$ cat src/rtl/muladd_vec_if.sv
// Handshake and memory-port bundle for muladd_vec (ap_ctrl_hs control plus two single-port reads).
// The slave modport is the core's view; the master modport is the driver/memory side.
interface muladd_vec_if #(
  parameter int DATA_W = 16,
  parameter int ADDR_W = 4,
  parameter int ACC_W  = 32
);
  logic              ap_start;
  logic              ap_done;
  logic              ap_idle;
  logic              ap_ready;
  logic [ADDR_W:0]   len;
  logic [ADDR_W-1:0] a_address0;
  logic              a_ce0;
  logic [DATA_W-1:0] a_q0;
  logic [ADDR_W-1:0] b_address0;
  logic              b_ce0;
  logic [DATA_W-1:0] b_q0;
  logic [ACC_W-1:0]  ap_return;
  logic              ap_ovf;

  modport slave (
    input  ap_start, len, a_q0, b_q0,
    output ap_done, ap_idle, ap_ready, a_address0, a_ce0, b_address0, b_ce0,
           ap_return, ap_ovf
  );

  modport master (
    output ap_start, len, a_q0, b_q0,
    input  ap_done, ap_idle, ap_ready, a_address0, a_ce0, b_address0, b_ce0,
           ap_return, ap_ovf
  );
endinterface

$ cat src/rtl/muladd_vec.sv
// muladd_vec: run-time length dot product sum(a[i]*b[i]) over two single-port memories, ap_ctrl_hs.
// Define MULADD_VEC_SAT_EN to saturate the accumulator and report clamps on ap_ovf; default wraps.
module muladd_vec #(
  parameter int DATA_W = 16,
  parameter int DEPTH  = 16,
  parameter int ADDR_W = 4,
  parameter int ACC_W  = 32,
  parameter int SIGNED = 0
) (
  input logic         ap_clk,
  input logic         ap_rst_n,
  muladd_vec_if.slave bus
);

  typedef enum logic [1:0] {
    ST_IDLE  = 2'd0,
    ST_RUN   = 2'd1,
    ST_DRAIN = 2'd2,
    ST_DONE  = 2'd3
  } state_t;

  localparam logic [ADDR_W:0]   DEPTH_L  = (ADDR_W+1)'(DEPTH);
  localparam logic [ADDR_W:0]   LEN_ONE  = (ADDR_W+1)'(32'd1);
  localparam logic [ADDR_W-1:0] ADDR_ONE = ADDR_W'(32'd1);
`ifdef MULADD_VEC_SAT_EN
  localparam logic [ACC_W-1:0]  ACC_MAX_S = {1'b0, {(ACC_W-1){1'b1}}};
  localparam logic [ACC_W-1:0]  ACC_MIN_S = {1'b1, {(ACC_W-1){1'b0}}};
  localparam logic [ACC_W-1:0]  ACC_MAX_U = {ACC_W{1'b1}};
`endif

  // Returns {clamped, acc + p}; clamping only exists in the saturating build.
  function automatic logic [ACC_W:0] add_acc(input logic [ACC_W-1:0] acc,
                                             input logic [ACC_W-1:0] p);
    logic [ACC_W:0] res;
`ifdef MULADD_VEC_SAT_EN
    logic [ACC_W:0]   wide;
    logic [ACC_W-1:0] sum;
    wide = {1'b0, acc} + {1'b0, p};
    sum  = wide[ACC_W-1:0];
    if (SIGNED != 0) begin
      if ((acc[ACC_W-1] == p[ACC_W-1]) && (sum[ACC_W-1] != acc[ACC_W-1])) begin
        res = {1'b1, (p[ACC_W-1] ? ACC_MIN_S : ACC_MAX_S)};
      end else begin
        res = {1'b0, sum};
      end
    end else begin
      if (wide[ACC_W]) begin
        res = {1'b1, ACC_MAX_U};
      end else begin
        res = {1'b0, sum};
      end
    end
`else
    res = {1'b0, acc + p};
`endif
    return res;
  endfunction

  state_t            state_r, state_s;
  logic [ADDR_W:0]   len_r, len_s, len_clamp_s;
  logic [ADDR_W-1:0] addr_r, addr_s;
  logic              ce_r, ce_s;
  logic              rd_vld_r;
  logic [ACC_W-1:0]  acc_r, acc_s;
  logic              ovf_r, ovf_s;
  logic [ACC_W-1:0]  ret_r, ret_s;
  logic              done_r, done_s;
  logic              idle_r, idle_s;

  logic [2*DATA_W-1:0] a_ext_s, b_ext_s, prod_s;
  logic [ACC_W-1:0]    prod_ext_s;
  logic [ACC_W:0]      sum_s;

  // Product of the word returned for the previous address, extended to ACC_W.
  always_comb begin
    if (SIGNED != 0) begin
      a_ext_s    = (2*DATA_W)'($signed(bus.a_q0));
      b_ext_s    = (2*DATA_W)'($signed(bus.b_q0));
      prod_s     = a_ext_s * b_ext_s;
      prod_ext_s = ACC_W'($signed(prod_s));
    end else begin
      a_ext_s    = (2*DATA_W)'(bus.a_q0);
      b_ext_s    = (2*DATA_W)'(bus.b_q0);
      prod_s     = a_ext_s * b_ext_s;
      prod_ext_s = ACC_W'(prod_s);
    end
    sum_s = add_acc(acc_r, prod_ext_s);
    if (bus.len > DEPTH_L) begin
      len_clamp_s = DEPTH_L;
    end else begin
      len_clamp_s = bus.len;
    end
  end

  // Next-state and next-output logic; outputs are registered from these values.
  always_comb begin
    state_s = state_r;
    len_s   = len_r;
    addr_s  = addr_r;
    ce_s    = 1'b0;
    ret_s   = ret_r;
    done_s  = 1'b0;
    idle_s  = 1'b0;
    if (rd_vld_r) begin
      acc_s = sum_s[ACC_W-1:0];
      ovf_s = ovf_r | sum_s[ACC_W];
    end else begin
      acc_s = acc_r;
      ovf_s = ovf_r;
    end
    case (state_r)
      ST_IDLE: begin
        if (bus.ap_start) begin
          len_s  = len_clamp_s;
          acc_s  = '0;
          ovf_s  = 1'b0;
          addr_s = '0;
          // A zero-length run still spends one flush cycle so done lands len_eff+2 after start.
          if (len_clamp_s == '0) begin
            state_s = ST_DRAIN;
          end else begin
            state_s = ST_RUN;
            ce_s    = 1'b1;
          end
        end else begin
          idle_s = 1'b1;
        end
      end
      ST_RUN: begin
        if ({1'b0, addr_r} == (len_r - LEN_ONE)) begin
          state_s = ST_DRAIN;
        end else begin
          addr_s = addr_r + ADDR_ONE;
          ce_s   = 1'b1;
        end
      end
      ST_DRAIN: begin
        state_s = ST_DONE;
        done_s  = 1'b1;
        ret_s   = acc_s;
      end
      ST_DONE: begin
        state_s = ST_IDLE;
        idle_s  = 1'b1;
      end
      default: begin
        state_s = ST_IDLE;
        idle_s  = 1'b1;
      end
    endcase
  end

  // State, datapath and output registers.
  always_ff @(posedge ap_clk or negedge ap_rst_n) begin
    if (!ap_rst_n) begin
      state_r  <= ST_IDLE;
      len_r    <= '0;
      addr_r   <= '0;
      ce_r     <= 1'b0;
      rd_vld_r <= 1'b0;
      acc_r    <= '0;
      ovf_r    <= 1'b0;
      ret_r    <= '0;
      done_r   <= 1'b0;
      idle_r   <= 1'b1;
    end else begin
      state_r  <= state_s;
      len_r    <= len_s;
      addr_r   <= addr_s;
      ce_r     <= ce_s;
      rd_vld_r <= ce_r;
      acc_r    <= acc_s;
      ovf_r    <= ovf_s;
      ret_r    <= ret_s;
      done_r   <= done_s;
      idle_r   <= idle_s;
    end
  end

  assign bus.a_address0 = addr_r;
  assign bus.b_address0 = addr_r;
  assign bus.a_ce0      = ce_r;
  assign bus.b_ce0      = ce_r;
  assign bus.ap_done    = done_r;
  assign bus.ap_ready   = done_r;
  assign bus.ap_idle    = idle_r;
  assign bus.ap_return  = ret_r;
  assign bus.ap_ovf     = ovf_r;

endmodule

$ cat src/flat_wrapper.sv
// flat-port wrapper written by rule: the top's interface ports become plain ports
module muladd_vec_flat 
#(
  parameter int DATA_W = 16,
  parameter int DEPTH  = 16,
  parameter int ADDR_W = 4,
  parameter int ACC_W  = 32,
  parameter int SIGNED = 0
)
  (ap_clk, ap_rst_n, bus_ap_start, bus_len, bus_a_q0, bus_b_q0, bus_ap_done, bus_ap_idle, bus_ap_ready, bus_a_address0, bus_a_ce0, bus_b_address0, bus_b_ce0, bus_ap_return, bus_ap_ovf);
  muladd_vec_if #(.DATA_W(DATA_W), .ADDR_W(ADDR_W), .ACC_W(ACC_W)) bus_i ();
  input logic ap_clk;
  input logic ap_rst_n;
  input wire logic [$bits(bus_i.ap_start)-1:0] bus_ap_start;
  input wire logic [$bits(bus_i.len)-1:0] bus_len;
  input wire logic [$bits(bus_i.a_q0)-1:0] bus_a_q0;
  input wire logic [$bits(bus_i.b_q0)-1:0] bus_b_q0;
  output wire logic [$bits(bus_i.ap_done)-1:0] bus_ap_done;
  output wire logic [$bits(bus_i.ap_idle)-1:0] bus_ap_idle;
  output wire logic [$bits(bus_i.ap_ready)-1:0] bus_ap_ready;
  output wire logic [$bits(bus_i.a_address0)-1:0] bus_a_address0;
  output wire logic [$bits(bus_i.a_ce0)-1:0] bus_a_ce0;
  output wire logic [$bits(bus_i.b_address0)-1:0] bus_b_address0;
  output wire logic [$bits(bus_i.b_ce0)-1:0] bus_b_ce0;
  output wire logic [$bits(bus_i.ap_return)-1:0] bus_ap_return;
  output wire logic [$bits(bus_i.ap_ovf)-1:0] bus_ap_ovf;
  assign bus_i.ap_start = bus_ap_start;
  assign bus_i.len = bus_len;
  assign bus_i.a_q0 = bus_a_q0;
  assign bus_i.b_q0 = bus_b_q0;
  assign bus_ap_done = bus_i.ap_done;
  assign bus_ap_idle = bus_i.ap_idle;
  assign bus_ap_ready = bus_i.ap_ready;
  assign bus_a_address0 = bus_i.a_address0;
  assign bus_a_ce0 = bus_i.a_ce0;
  assign bus_b_address0 = bus_i.b_address0;
  assign bus_b_ce0 = bus_i.b_ce0;
  assign bus_ap_return = bus_i.ap_return;
  assign bus_ap_ovf = bus_i.ap_ovf;
  muladd_vec #(.DATA_W(DATA_W), .DEPTH(DEPTH), .ADDR_W(ADDR_W), .ACC_W(ACC_W), .SIGNED(SIGNED)) u_core (.ap_clk(ap_clk), .ap_rst_n(ap_rst_n), .bus(bus_i));
endmodule
$ cat config.mk
export PLATFORM = sky130hd
export DESIGN_NAME = muladd_vec_flat
export DESIGN_NICKNAME = d
export VERILOG_FILES = /design/src/rtl/muladd_vec_if.sv /design/src/rtl/muladd_vec.sv /design/src/flat_wrapper.sv
export SDC_FILE = /design/constraint.sdc
export NUM_CORES = 1
export LEC_CHECK = 0
export ABC_CLOCK_PERIOD_IN_PS = 5500
export CAP_MARGIN = 5
export CORE_MARGIN = 3
export CORE_UTILIZATION = 30
export DETAILED_ROUTE_END_ITERATION = 8
export GPL_TIMING_DRIVEN = 0
export PLACE_DENSITY = 0.57
export SLEW_MARGIN = 20
export SYNTH_ARGS = -nofsm -noshare
export SYNTH_HDL_FRONTEND = slang
export SYNTH_SLANG_ARGS = --single-unit
$ cat constraint.sdc
create_clock -name ap_clk -period 5.5 [get_ports ap_clk]
set_input_delay 1.65 -clock ap_clk [delete_from_list [all_inputs] [get_ports ap_clk]]
set_output_delay 1.65 -clock ap_clk [all_outputs]
set_load 0.005 [all_outputs]
==> results of run 1 <==
-- stage by stage --
stage,hold slack (ns),setup TNS [ns],setup WS (ns),instances,area [sq um]
floorplan,0.397,-40.57,-1.23,1500,13900
global placement,0.455,-116.87,-2.68,2169,15400
detailed placement,0.469,-106.39,-2.64,2170,15500
CTS,0.485,-51.75,-1.51,2290,17400
global route,0.486,-60.58,-1.57,2312,18000
finish,0.467,-53.05,-1.41,2312,18000
-- worst max-delay path: stages --
cell and delay, ns:
sky130_fd_sc_hd__buf_12 0.11, sky130_fd_sc_hd__clkbuf_16 0.14, sky130_fd_sc_hd__buf_8 0.13, sky130_fd_sc_hd__nand2_2 0.06, sky130_fd_sc_hd__fa_1 0.46, sky130_fd_sc_hd__fa_1 0.53, sky130_fd_sc_hd__fa_1 0.53, sky130_fd_sc_hd__inv_2 0.04
sky130_fd_sc_hd__fa_2 0.49, sky130_fd_sc_hd__fa_1 0.56, sky130_fd_sc_hd__inv_1 0.05, sky130_fd_sc_hd__fa_1 0.48, sky130_fd_sc_hd__inv_1 0.06, sky130_fd_sc_hd__ha_4 0.24, sky130_fd_sc_hd__and2_4 0.16, sky130_fd_sc_hd__a32o_2 0.26
sky130_fd_sc_hd__a211o_4 0.32, sky130_fd_sc_hd__a221oi_4 0.27, sky130_fd_sc_hd__buf_4 0.17, sky130_fd_sc_hd__o21ai_4 0.05, sky130_fd_sc_hd__xnor2_2 0.19, sky130_fd_sc_hd__a31oi_1 0.12
-- layout make-up --
class                   instances  area share (%)
clock buffers                  11            1.35
repair buffers                212            12.1
inverters                     356            7.44
well taps                     585            4.07
clock inverters                 5           0.195
multi-input cells            1000            59.0
flip-flops and latches         79            11.0
plain buffers                  64            4.86
-- kinds of logic after synthesis --
kind of cell / after synthesis / synth area share, %
AND/OR/NAND/NOR: 452 / 16.7
buffers and inverters: 421 / 12.5
adder cells (fa/ha/maj): 330 / 44.0
AO/OA/AOI/OAI: 176 / 8.97
flip-flops: 79 / 15.0
XOR/XNOR: 22 / 1.46
multiplexers: 19 / 1.45
other: 1 / 0.0283
-- routing by layer --
layer,up-vias,track usage [%]
li1,4999,-
met1,5251,24.8
met4,0,3.98
met5,-,0
met2,290,28.3
met3,45,2.58
-- what timing repair did --
item | CTS | global route
buffers inserted | 104 | 26
pin swaps | 103 | 97
setup endpoints to repair | 55 | 50
resized for setup | 392 | 107
-- flip-flops by register name (all words and copies together), names as in the netlist --
register	flops
u_core.acc_r	32
u_core.bus.ap_return	32
u_core.len_r	5
u_core.bus.a_address0	4
u_core.state_r	2
u_core.bus.a_ce0	1
u_core.bus.ap_done	1
u_core.bus.ap_idle	1
u_core.rd_vld_r	1
-- cell usage after synthesis, types with 6 or more instances --
cell / count
sky130_fd_sc_hd__ha_1: 105
sky130_fd_sc_hd__clkbuf_1: 45
sky130_fd_sc_hd__fa_1: 225
sky130_fd_sc_hd__or3_1: 8
sky130_fd_sc_hd__o21ai_0: 30
sky130_fd_sc_hd__inv_1: 355
sky130_fd_sc_hd__xnor2_1: 13
sky130_fd_sc_hd__xor2_1: 9
sky130_fd_sc_hd__a211oi_1: 6
sky130_fd_sc_hd__nor3_1: 14
sky130_fd_sc_hd__nand3b_1: 9
sky130_fd_sc_hd__nand3_1: 14
sky130_fd_sc_hd__a21oi_1: 62
sky130_fd_sc_hd__a21o_1: 11
sky130_fd_sc_hd__and2_1: 122
sky130_fd_sc_hd__nor2_1: 73
sky130_fd_sc_hd__dfrtp_1: 78
sky130_fd_sc_hd__buf_4: 12
sky130_fd_sc_hd__mux2i_1: 18
sky130_fd_sc_hd__nand2_1: 182
sky130_fd_sc_hd__a31oi_1: 7
-- path summary, 6_finish.rpt --
path	start	to	slack, ns	cells past startpoint
max in group asynchronous	ap_rst_n	u_core.acc_r[3]	3.64	2
min in group asynchronous	ap_rst_n	u_core.acc_r[29]	1.24	1
max	bus_a_q0[10]	u_core.bus.ap_return[31]	-1.41	22
min	u_core.bus.a_ce0	u_core.rd_vld_r	0.47	0
max reg2reg	u_core.acc_r[9]	u_core.bus.ap_return[31]	0.79	17
min reg2reg	u_core.bus.a_ce0	u_core.rd_vld_r	0.47	0
==> flow_summary.json, run 1 <==
{
  "run_status": "finished with violations",
  "failed_checks": "negative setup slack",
  "overall_via_count_from_detail_route": 10600,
  "synth_top_area_share_pct": 34.0,
  "layout.cells.most_common_list": "sky130_fd_sc_hd__inv_1 (318), sky130_fd_sc_hd__fa_1 (201), sky130_fd_sc_hd__nand2_1 (150), sky130_fd_sc_hd__and2_1 (100), sky130_fd_sc_hd__buf_4 (99)",
  "design.final.nets": 2092,
  "antenna_found_initial": 0,
  "global_route.usage.total_pct": 17.5,
  "synth_area_leader_cell": "sky130_fd_sc_hd__fa_1",
  "worst_slew_margin_rel_pct": 46.0,
  "floorplan.io_pins": 86,
  "horizontal_die_dimension_microns": 216,
  "place_hpwl_microns": 31600,
  "period_minus_slack_ns": 6.91,
  "grt_pass1_vias": 11300,
  "layout_worst_path_cycle_share_pct": 126,
  "post_route_cells_drive_above_1_share_pct": 25.8,
  "hold_violations": 0,
  "finalWorstSetupSlack_ns": -1.41,
  "cts_buffer_depth": 2,
  "globalRoute.totalOverflow": 0,
  "fp.coreArea_sq_mm": 0.0434,
  "finalMaxSlewViolations": 0,
  "syn_area_per_cell_sq_um": 8.82,
  "timing_worst_slew_pin_value_ns": 0.810,
  "synth_sequential_area_ratio_pct": 15.0,
  "setup.worst_path.start_class": "input port",
  "cp.required_ns": 5.68,
  "htree_levels": 3,
  "layout_commonest_cell": "sky130_fd_sc_hd__inv_1",
  "clk_pin_slew_worst_paths_ns": 0.06,
  "clk-insertion-delay-late_ns": 0.34,
  "cts_hold_repair.buffers": 0,
  "worst-setup-path-type": "in2reg",
  "synth.cell_area_sq_mm": 0.0132,
  "most_used_flip_flop_cell_after_synthesis": "sky130_fd_sc_hd__dfrtp_1",
  "clock.fmax_mhz": 145,
  "top_layer_used": "met4",
  "synth.distinct_cells": 72,
  "die-height_microns": 216,
  "unrepaired_setup_endpoints_after_global_routing": "yes",
  "layout-area-overhead-vs-synth_pct": 35.9,
  "met3_length_microns": 2160,
  "first_iter_violations": 560,
  "numCtsBuffers": 9,
  "number_of_iterations_in_the_first_detailed_routing_pass": 6,
  "dr_wl_met2_microns": 18400,
  "grt_first_pass_wirelength_microns": 64300,
  "post-route-util_pct": 41.5,
  "fill_cells": 4284,
  "drtAntennaViolNets": 0,
  "die_area_sq_mm": 0.0467,
  "multiInputGateArea_sq_mm": 0.0106,
  "drc": 0,
  "worst_skew_ns": 0.0102,
  "grt_max_degree": 53,
  "yosysWarningCount": 0,
  "fp-row-count": 76,
  "routed_via_density": 4.58,
  "postRouteWirelength_microns": 39900,
  "synth_seq_cells": 79,
  "synthTopCellsByArea": "sky130_fd_sc_hd__fa_1 (34%), sky130_fd_sc_hd__dfrtp_1 (15%), sky130_fd_sc_hd__inv_1 (10%)",
  "cts_tree": "yes",
  "count_of_flip_flops_with_a_built_in_enable_after_synthesis": 0,
  "finalSetupViolCount": 48,
  "synth.net_count": 1870,
  "detail_route.wl_per_cell_microns": 17.2,
  "cap_viol_max_count": 0,
  "route.layer.met1.wl_microns": 18500,
  "final_weighted_congestion_in_routability_driven_placement": 0.876,
  "path_max_fanout": 5,
  "final-seq-area_sq_mm": 0.00198,
  "antennaDiodeCount": 0,
  "ys_async_rst_share_pct": 100,
  "synthesis.instances": 1500,
  "numPortBuffers": 84,
  "root_buffer": "sky130_fd_sc_hd__clkbuf_16",
  "worst_hold_path_type": "reg2reg",
  "cts_num_sinks": 79,
  "end_kind": "register",
  "worst_ep_arrival_time_ns": 7.09,
  "initial_core_util_pct": 30.5
}
Power of run 1 is not shown: default switching activity piles up to over one toggle a cycle in this logic, so the estimate is an artifact.
==> run 2, diff against run 1 <==
--- a/config.mk
+++ b/config.mk
@@ -6,8 +6,7 @@
 export NUM_CORES = 1
 export LEC_CHECK = 0
 export ABC_CLOCK_PERIOD_IN_PS = 5500
-export CAP_MARGIN = 5
-export CORE_MARGIN = 3
+export CAP_MARGIN = 20
 export CORE_UTILIZATION = 30
 export DETAILED_ROUTE_END_ITERATION = 8
 export GPL_TIMING_DRIVEN = 0
==> flow_summary.json, run 2 (same netlist as run 1, synthesis figures left out) <==
{
  "run_status": "finished with violations",
  "failed_checks": "negative setup slack",
  "finalSetupViolCount": 48,
  "place_hpwl_microns": 31300,
  "worst_hold_startpoint": "u_core.bus.a_ce0",
  "htree_levels": 3,
  "cts_num_sinks": 79,
  "period_minus_slack_ns": 6.96,
  "clk_pin_slew_worst_paths_ns": 0.06,
  "first_iter_violations": 473,
  "overall_via_count_from_detail_route": 10600,
  "global_route.usage.total_pct": 18.0,
  "ff2ff_path_depth": 16,
  "hold_violations": 0,
  "end_kind": "register",
  "critical_path.startpoint": "bus_b_q0[13]",
  "design.final.nets": 2072,
  "path_max_fanout": 8,
  "worst-setup-path-type": "in2reg",
  "die-height_microns": 212,
  "post_route_cells_drive_above_1_share_pct": 26.5,
  "antenna_found_initial": 0,
  "grt_max_degree": 58,
  "unrepaired_setup_endpoints_after_global_routing": "yes",
  "grt_first_pass_wirelength_microns": 62400,
  "hold_depth": 0,
  "numCtsBuffers": 9,
  "routed_via_density": 4.62,
  "r2r_start": "u_core.acc_r[10]",
  "regToRegEndpoint": "u_core.bus.ap_return[31]",
  "setup.worst_path.start_class": "input port",
  "finalWorstSetupSlack_ns": -1.46,
  "globalRoute.totalOverflow": 0,
  "fp.coreArea_sq_mm": 0.0433,
  "number_of_iterations_in_the_first_detailed_routing_pass": 5,
  "layout-area-overhead-vs-synth_pct": 35.2,
  "area_post_placement_sq_mm": 0.0155,
  "finalMaxSlewViolations": 0,
  "worst_ep_arrival_time_ns": 7.18,
  "floorplan.io_pins": 86,
  "numPortBuffers": 84,
  "cts_hold_repair.buffers": 0,
  "worst_skew_ns": 0.00412,
  "worst_slew_margin_rel_pct": 48.3,
  "design_area_sq_mm": 0.0179,
  "root_buffer": "sky130_fd_sc_hd__clkbuf_16",
  "drc": 0,
  "final_weighted_congestion_in_routability_driven_placement": 0.931,
  "drtAntennaViolNets": 0,
  "timing.hold.worst_endpoint": "u_core.rd_vld_r",
  "cp.required_ns": 5.73,
  "layout.cells.most_common_list": "sky130_fd_sc_hd__inv_1 (306), sky130_fd_sc_hd__fa_1 (196), sky130_fd_sc_hd__nand2_1 (159), sky130_fd_sc_hd__and2_1 (97)",
  "worst_hold_path_type": "reg2reg",
  "layout_worst_path_cycle_share_pct": 127,
  "detail_route.wl_per_cell_microns": 17.1,
  "fill_cells": 4166,
  "clk-insertion-delay-late_ns": 0.34,
  "initial_core_util_pct": 30.6,
  "cap_viol_max_count": 0,
  "clock.fmax_mhz": 144,
  "antennaDiodeCount": 0,
  "grt_pass1_vias": 11200,
  "horizontal_die_dimension_microns": 212,
  "r2r_slack_ns": 0.82,
  "timing_worst_slew_pin_value_ns": 0.775,
  "postRouteWirelength_microns": 39200,
  "layout_commonest_cell": "sky130_fd_sc_hd__inv_1",
  "fp-row-count": 76,
  "cts_buffer_depth": 2,
  "cts_tree": "yes",
  "die_area_sq_mm": 0.0449
}
-- run 2: repair_timing --
item / in CTS / in global routing
pin swaps: 66 / 140
gates resized for setup: 326 / 202
setup buffers: 60 / 51
setup endpoints to repair: 54 / 50
cloned: 1 / 2
hold endpoints to repair: 0 / 0
-- run 2: worst max-delay path by stage --
| stage | slack (ns) | cells after the start | end |
|---|---|---|---|
| floorplan | -1.23 | 18 | u_core.acc_r[26] |
| global route | -1.64 | 20 | u_core.acc_r[30] |
| finish | -1.46 | 20 | u_core.acc_r[30] |
| global placement | -2.68 | 20 | u_core.bus.ap_return[22] |
| detailed placement | -2.66 | 20 | u_core.bus.ap_return[22] |
| CTS | -1.43 | 22 | u_core.bus.ap_return[31] |
-- run 2: stage by stage --
step	setup slack [ns]	TNS, ns	utilization [%]	hold slack, ns	cells
4_1_cts	-1.43	-49.21	38.9	0.475	2246
6_report	-1.46	-51.13	41.3	0.459	2292
5_1_grt	-1.64	-58.31	41.3	0.484	2292
2_1_floorplan	-1.23	-40.57	-	0.397	1500
3_3_place_gp	-2.68	-115.28	35.7	0.451	2169
3_5_place_dp	-2.66	-106.12	35.7	0.461	2170
-- run 2: final cells by class --
cell class,count,area [sq um],area share [%]
repair buffers,194,2000,11.2
flip-flops and latches,79,1980,11.1
clock buffers,12,256,1.43
multi-input cells,1000,10700,59.7
inverters,356,1340,7.48
plain buffers,62,843,4.71
clock inverters,4,53.8,0.301
well taps,585,732,4.09
-- run 2: routing by layer --
metal,global-route usage (%),vias up,wire (microns)
li1,-,4959,-
met1,24.9,5260,18000
met2,29.3,316,18000
met3,3.01,50,2280
met4,4.42,0,920
met5,0,-,0
-- run 2: worst max-delay path: stages --
cell	delay, ns
sky130_fd_sc_hd__buf_12	0.11
sky130_fd_sc_hd__clkbuf_16	0.14
sky130_fd_sc_hd__and2_4	0.13
sky130_fd_sc_hd__fa_1	0.51
sky130_fd_sc_hd__fa_1	0.61
sky130_fd_sc_hd__fa_1	0.47
sky130_fd_sc_hd__fa_2	0.52
sky130_fd_sc_hd__fa_1	0.54
sky130_fd_sc_hd__inv_2	0.05
sky130_fd_sc_hd__fa_1	0.53
sky130_fd_sc_hd__inv_2	0.05
sky130_fd_sc_hd__ha_4	0.25
sky130_fd_sc_hd__buf_6	0.12
sky130_fd_sc_hd__nand4_4	0.11
sky130_fd_sc_hd__or3_4	0.38
sky130_fd_sc_hd__a211oi_4	0.31
sky130_fd_sc_hd__buf_6	0.16
sky130_fd_sc_hd__o21a_4	0.15
sky130_fd_sc_hd__nor4_4	0.04
sky130_fd_sc_hd__a2111oi_2	0.35
Power of run 2 is left out for the same reason.
